[config.mk]
export PLATFORM = sky130hd
export DESIGN_NAME = note_scheduler
export DESIGN_NICKNAME = d
export VERILOG_FILES = /design/src/rtl/note_scheduler.sv
export SDC_FILE = /design/constraint.sdc
export NUM_CORES = 1
export LEC_CHECK = 0
export BUFFER_PORTS_ARGS = -buffer_cell sky130_fd_sc_hd__buf_2
export CORE_ASPECT_RATIO = 1.1
export CORE_MARGIN = 2
export CORE_UTILIZATION = 30
export CTS_CLUSTER_DIAMETER = 200
export DETAILED_ROUTE_END_ITERATION = 10
export PLACE_DENSITY = 0.45
export SLEW_MARGIN = 20
export SYNTH_ARGS = -nofsm -noshare
export SYNTH_HDL_FRONTEND = slang
export SYNTH_SLANG_ARGS = --single-unit
export TNS_END_PERCENT = 1
[constraint.sdc]
create_clock -name Clk -period 4.3 [get_ports Clk]
set_clock_uncertainty 0.1 [all_clocks]
set_input_delay 0.86 -clock Clk [delete_from_list [all_inputs] [get_ports Clk]]
set_output_delay 0.86 -clock Clk [all_outputs]
set_load 0.02 [all_outputs]
[src/rtl/note_scheduler.sv]
// note_scheduler: walks a note chart in ROM, spawns notes per lane when their
// frame comes due, and judges key presses against each lane's note age.
//
// Interface timing: there is no valid/ready handshake on this block. The chart
// ROM is a fixed-latency read (chart_data valid one cycle after chart_addr).
// start, spawn, hit and miss are single-cycle pulses. playing and done are levels.
// dbg_state exposes the FSM state for observation.
`timescale 1ns/1ps
module note_scheduler #(
  parameter int CHART_AW = 8,
  parameter int TRAVEL   = 120,
  parameter int WIN      = 6
) (
  input  logic                Clk,
  input  logic                Reset_n,
  input  logic                frame_clk,
  input  logic                start,
  input  logic [7:0]          keycode,
  output logic [CHART_AW-1:0] chart_addr,
  input  logic [15:0]         chart_data,
  output logic [4:0]          spawn,
  output logic [4:0]          hit,
  output logic [4:0]          miss,
  output logic [15:0]         score,
  output logic                playing,
  output logic                done,
  output logic [2:0]          dbg_state
);

  typedef enum logic [2:0] {
    IDLE       = 3'd0,
    FETCH      = 3'd1,
    WAIT_RD    = 3'd2,
    CHECK      = 3'd3,
    WAIT_FRAME = 3'd4,
    DRAIN      = 3'd5,
    DONE       = 3'd6
  } state_t;

  localparam logic [7:0]          AGE_LO    = 8'(TRAVEL - WIN);
  localparam logic [7:0]          AGE_HI    = 8'(TRAVEL + WIN);
  localparam logic [CHART_AW-1:0] ADDR_LAST = {CHART_AW{1'b1}};
  localparam logic [10:0]         FRAME_MAX = 11'h7ff;

  state_t      state_q, state_d;
  logic        fs1, fs2, fs3, frame_tick;
  logic [7:0]  key_prev;
  logic [4:0]  press;
  logic [15:0] entry_q;
  logic [10:0] frame_cnt;
  logic [4:0]  pending;
  logic [7:0]  age [5];
  logic        start_song, advance;
  logic [4:0]  spawn_now, hit_d, miss_d;

  function automatic logic [7:0] lane_key(input int lane);
    case (lane)
      0:       lane_key = 8'h04;
      1:       lane_key = 8'h16;
      2:       lane_key = 8'h07;
      3:       lane_key = 8'h09;
      default: lane_key = 8'h0a;
    endcase
  endfunction

  // Synchronize frame_clk (two flops plus an edge-detect flop) and remember the last keycode.
  always_ff @(posedge Clk) begin
    if (!Reset_n) begin
      fs1      <= 1'b0;
      fs2      <= 1'b0;
      fs3      <= 1'b0;
      key_prev <= 8'h00;
    end else begin
      fs1      <= frame_clk;
      fs2      <= fs1;
      fs3      <= fs2;
      key_prev <= keycode;
    end
  end

  assign frame_tick = fs2 & ~fs3;

  // A press is a change of keycode onto a lane key; holding a key is not a press.
  always_comb begin
    press = '0;
    for (int i = 0; i < 5; i++)
      press[i] = (keycode != key_prev) && (keycode == lane_key(i));
  end

  // FSM state register.
  always_ff @(posedge Clk) begin
    if (!Reset_n) state_q <= IDLE;
    else          state_q <= state_d;
  end

  // Next-state logic plus the per-cycle control strobes it implies.
  always_comb begin
    state_d    = state_q;
    start_song = 1'b0;
    spawn_now  = '0;
    advance    = 1'b0;
    case (state_q)
      IDLE, DONE: begin
        if (start) begin
          start_song = 1'b1;
          state_d    = FETCH;
        end
      end
      FETCH:   state_d = WAIT_RD;
      WAIT_RD: state_d = CHECK;
      CHECK: begin
        if (entry_q[15:11] == 5'd0) begin
          state_d = DRAIN;
        end else if (entry_q[10:0] <= frame_cnt) begin
          spawn_now = entry_q[15:11];
          if (chart_addr == ADDR_LAST) begin
            state_d = DRAIN;
          end else begin
            advance = 1'b1;
            state_d = FETCH;
          end
        end else begin
          state_d = WAIT_FRAME;
        end
      end
      WAIT_FRAME: if (frame_tick) state_d = CHECK;
      DRAIN:      if (pending == 5'd0) state_d = DONE;
      default:    state_d = IDLE;
    endcase
  end

  assign playing   = (state_q != IDLE) && (state_q != DONE);
  assign done      = (state_q == DONE);
  assign dbg_state = state_q;

  // Chart pointer, latched chart entry and the song frame counter.
  always_ff @(posedge Clk) begin
    if (!Reset_n) begin
      chart_addr <= '0;
      entry_q    <= 16'h0000;
      frame_cnt  <= 11'd0;
    end else begin
      if (state_q == WAIT_RD) entry_q <= chart_data;
      if (start_song)   chart_addr <= '0;
      else if (advance) chart_addr <= chart_addr + 1'b1;
      if (start_song)
        frame_cnt <= 11'd0;
      else if (playing && frame_tick && frame_cnt != FRAME_MAX)
        frame_cnt <= frame_cnt + 11'd1;
    end
  end

  // Judge each lane: a replacing spawn misses the old note, a press in the window
  // hits (on the pre-increment age), and a tick past the window end misses.
  always_comb begin
    hit_d  = '0;
    miss_d = '0;
    for (int i = 0; i < 5; i++) begin
      if (spawn_now[i])
        miss_d[i] = pending[i];
      else if (pending[i] && press[i] && age[i] >= AGE_LO && age[i] <= AGE_HI)
        hit_d[i] = 1'b1;
      else if (pending[i] && frame_tick && age[i] == AGE_HI)
        miss_d[i] = 1'b1;
    end
  end

  // Lane state, judgement pulses and the saturating score.
  always_ff @(posedge Clk) begin
    if (!Reset_n) begin
      pending <= '0;
      spawn   <= '0;
      hit     <= '0;
      miss    <= '0;
      score   <= 16'h0000;
      for (int i = 0; i < 5; i++) age[i] <= 8'd0;
    end else begin
      spawn <= spawn_now;
      hit   <= hit_d;
      miss  <= miss_d;
      if (start_song) begin
        pending <= '0;
        score   <= 16'h0000;
        for (int i = 0; i < 5; i++) age[i] <= 8'd0;
      end else begin
        if (hit_d != 5'd0 && score != 16'hffff) score <= score + 16'd1;
        for (int i = 0; i < 5; i++) begin
          if (spawn_now[i]) begin
            pending[i] <= 1'b1;
            age[i]     <= 8'd0;
          end else if (hit_d[i] || miss_d[i]) begin
            pending[i] <= 1'b0;
          end else if (pending[i] && frame_tick) begin
            age[i] <= age[i] + 8'd1;
          end
        end
      end
    end
  end

endmodule

==> results.cfg <==
[clock_tree]
cts_buffers = 17
cts_buffer_depth = 2
path_clk_slew_ps = 60
clock_latency_ps = 420
cts_tree = yes
clock-sinks = 125
ctsHoldBuffers = 0
cts_resized = 0
post-cts-setup-buffers = 0
root_buffer = clkbuf_16
htreeDepth = 4

[global_routing]
track_usage_pct = 15.4
grt_antenna_before_repair = 0
grt_pass1_vias = 5283
overflow = 0
grt_first_pass_wirelength_mm = 27.0
grt_max_degree = 32

[floorplan]
core_area_sq_um = 20600
start_util_pct = 30.6
die_y_um = 156
die_w_um = 142
rows = 55
die_area_sq_um = 22300
io_pins = 72

[drt]
via_count = 5164
first_pass_iters = 5
vias_per_cell = 4.94
ant_nets = 0
dr.first_iter.drc_count = 340
drc = 0
routed_wl_mm = 16.1
drt-wirelength-per-cell_um = 15.4

[sta]
worst_pin_slew_ps = 702
final-hold-violation-count = 0
setup_tns_ps = 0
relSlewSlack_pct = 53.2
post-route-period-util_pct = 82.9
setup_viol = 0
finalCriticalPeriod_ps = 3560
max_freq_mhz = 281
rsz0062_at_grt = false
maxSlewViolCount = 0

[hold_path]
hold_start = fs1
hp-class = flop to flop
holdPathStages = 1
hold_end = fs2

[critical_path]
start_kind = flop
rrSetupSlack_ps = 740
r2r-end = age[3][3]
crit_type = flop to flop
rr_worst_depth = 10
r2r-start = frame_cnt[6]
critPathRequiredTime_ps = 4280
critical_path.max_fanout = 9
arrival_ps = 3540
setup.worst_path.end_class = flop

[outcome]
status = finished, final reports clean

[placed_design]
portBuffers = 71
gp_congestion = 0.784
dp_hpwl_mm = 11.9

[synthesis]
synth_mux_area_share_pct = 1.27
synth_common_cells = nor2_1 (107), dfxtp_1 (85), nand2_1 (72)
synth_xor_xnor_area_share_pct = 8.17
synthTopCellsByArea = dfxtp_1 (27%), edfxtp_1 (19%), nor2_1 (6.4%)
syn_area_per_cell_sq_um = 9.03
synth_top_family_by_area = simple AND/OR/NAND/NOR gates
syn_area_sq_um = 6320
postSynthCellCount = 700
synth-simple-area-share_pct = 28.2
synth.distinct_cells = 65
synth-main-ff-cell = dfxtp_1
synth.yosys.warnings = 0
synth_edf_count = 40
synth-compound-area-share_pct = 8.67
synth_top_area_share_pct = 26.9
synth-seq-cells = 125
synth_fa_ha_area_share_pct = 4.75
ys_seq_area_share_pct = 45.9
synth_top_area_cell = dfxtp_1
yosysMostFrequentCell = nor2_1
async_reset_ff_share_pct = 0
syn_nets = 752

[pwr]
leakage_nw = 2.96
p_total_mw = 3.13
pwr-share-comb_pct = 9.2
power_density_nw_per_um2 = 412
p_switching_mw = 0.794
ir_drop_uv = 294
power.internal_mw = 2.34
clkPwrFrac_pct = 48.0
seqPwrFrac_pct = 42.9
p_sw_share_pct = 25.3

[final_layout]
drive_above_1_share_pct = 16.9
fin_nets = 828
antenna_cells = 0
syn_to_final_growth_pct = 20.2

[run]
cap_violations = 0
critical path, stage by stage, from the launching register on:
cell and delay, ps:
dfxtp_1 350, inv_1 110, ha_1 320, a21oi_1 140
o21ai_0 150, a2111oi_2 430, o21ai_1 250, and3_1 350
nor3b_1 320, nand3_1 310, nand3_1 390
state kept, by name (all words and copies together), names as in the netlist:
register and cells:
hit 5, spawn 5, fs3 1, fs2 1
entry_q 16, dbg_state 3, score 16, miss 5
age 40, key_prev 8, fs1 1, chart_addr 8
frame_cnt 11, pending 5
logic make-up after synthesis:
logic type / count (synthesis)
DFF: 125
and+or+nand+nor: 354
xor gates and xnor gates: 59
buffers and inverters: 49
muxes: 8
adders and majority gates: 24
AOI/OAI and AO/OA: 81
worst max path at each step:
| stage | from | end | cells past startpoint | slack (ps) |
|---|---|---|---|---|
| after detailed placement | keycode[4] | age[3][2] | 9 | 510 |
| final | frame_cnt[6] | age[3][3] | 10 | 740 |
| after global routing | frame_cnt[6] | age[3][3] | 10 | 220 |
| after global placement | keycode[4] | age[3][2] | 9 | 560 |
| after CTS | frame_cnt[4] | age[3][1] | 10 | 710 |
| after floorplan | frame_cnt[8] | age[0][0] | 11 | 1080 |
routing by layer:
layer / wire [um] / track usage, % / part of all wire, %
met1: 7340 / 18.9 / 46
met4: 402 / 6.18 / 2.5
met3: 534 / 3.70 / 3.3
met2: 7840 / 26.1 / 49
met5: 0 / 0 / 0
power by group through the flow:
stage               Combinational [mW]  Sequential [mW]  Clock, mW
finish                           0.287             1.34       1.50
global placement                 0.285             1.36          0
CTS                              0.291             1.34       1.54
global route                     0.328             1.35       1.60
floorplan                        0.206             1.35          0
detailed placement               0.289             1.37          0
final cells by class:
type                       count  area, sq um
fill                        2138        13000
multi-input combinational    526         3230
sequential                   125         2900
clock buffer                  22          539
timing repair buffer          79          415
tap                          256          320
inverter                      27          101
clock inverter                10         93.8
layout by cell type, fill, tap and decap left out, types with 21 or more instances in the layout:
cell type	Yosys	routed
nand2_1	72	72
edfxtp_1	40	40
dfxtp_1	85	85
and3_1	22	22
xnor2_1	39	39
inv_1	26	26
a21oi_1	37	37
ha_1	24	24
clkbuf_16	0	21
nor2_1	107	106
nand3_1	43	43
buf_2	5	71
through the flow:
step	utilization [%]	instance area (sq um)	setup slack [ps]	hold WS, ps	instances
global placement	33.7	6970	560	329	1013
CTS	36.8	7600	705	360	1045
detailed placement	33.7	6970	507	345	1013
finish	36.8	7600	736	353	1045
global route	36.8	7600	221	388	1045
floorplan	-	6320	1080	312	700
(Power assumes the default switching activity.)
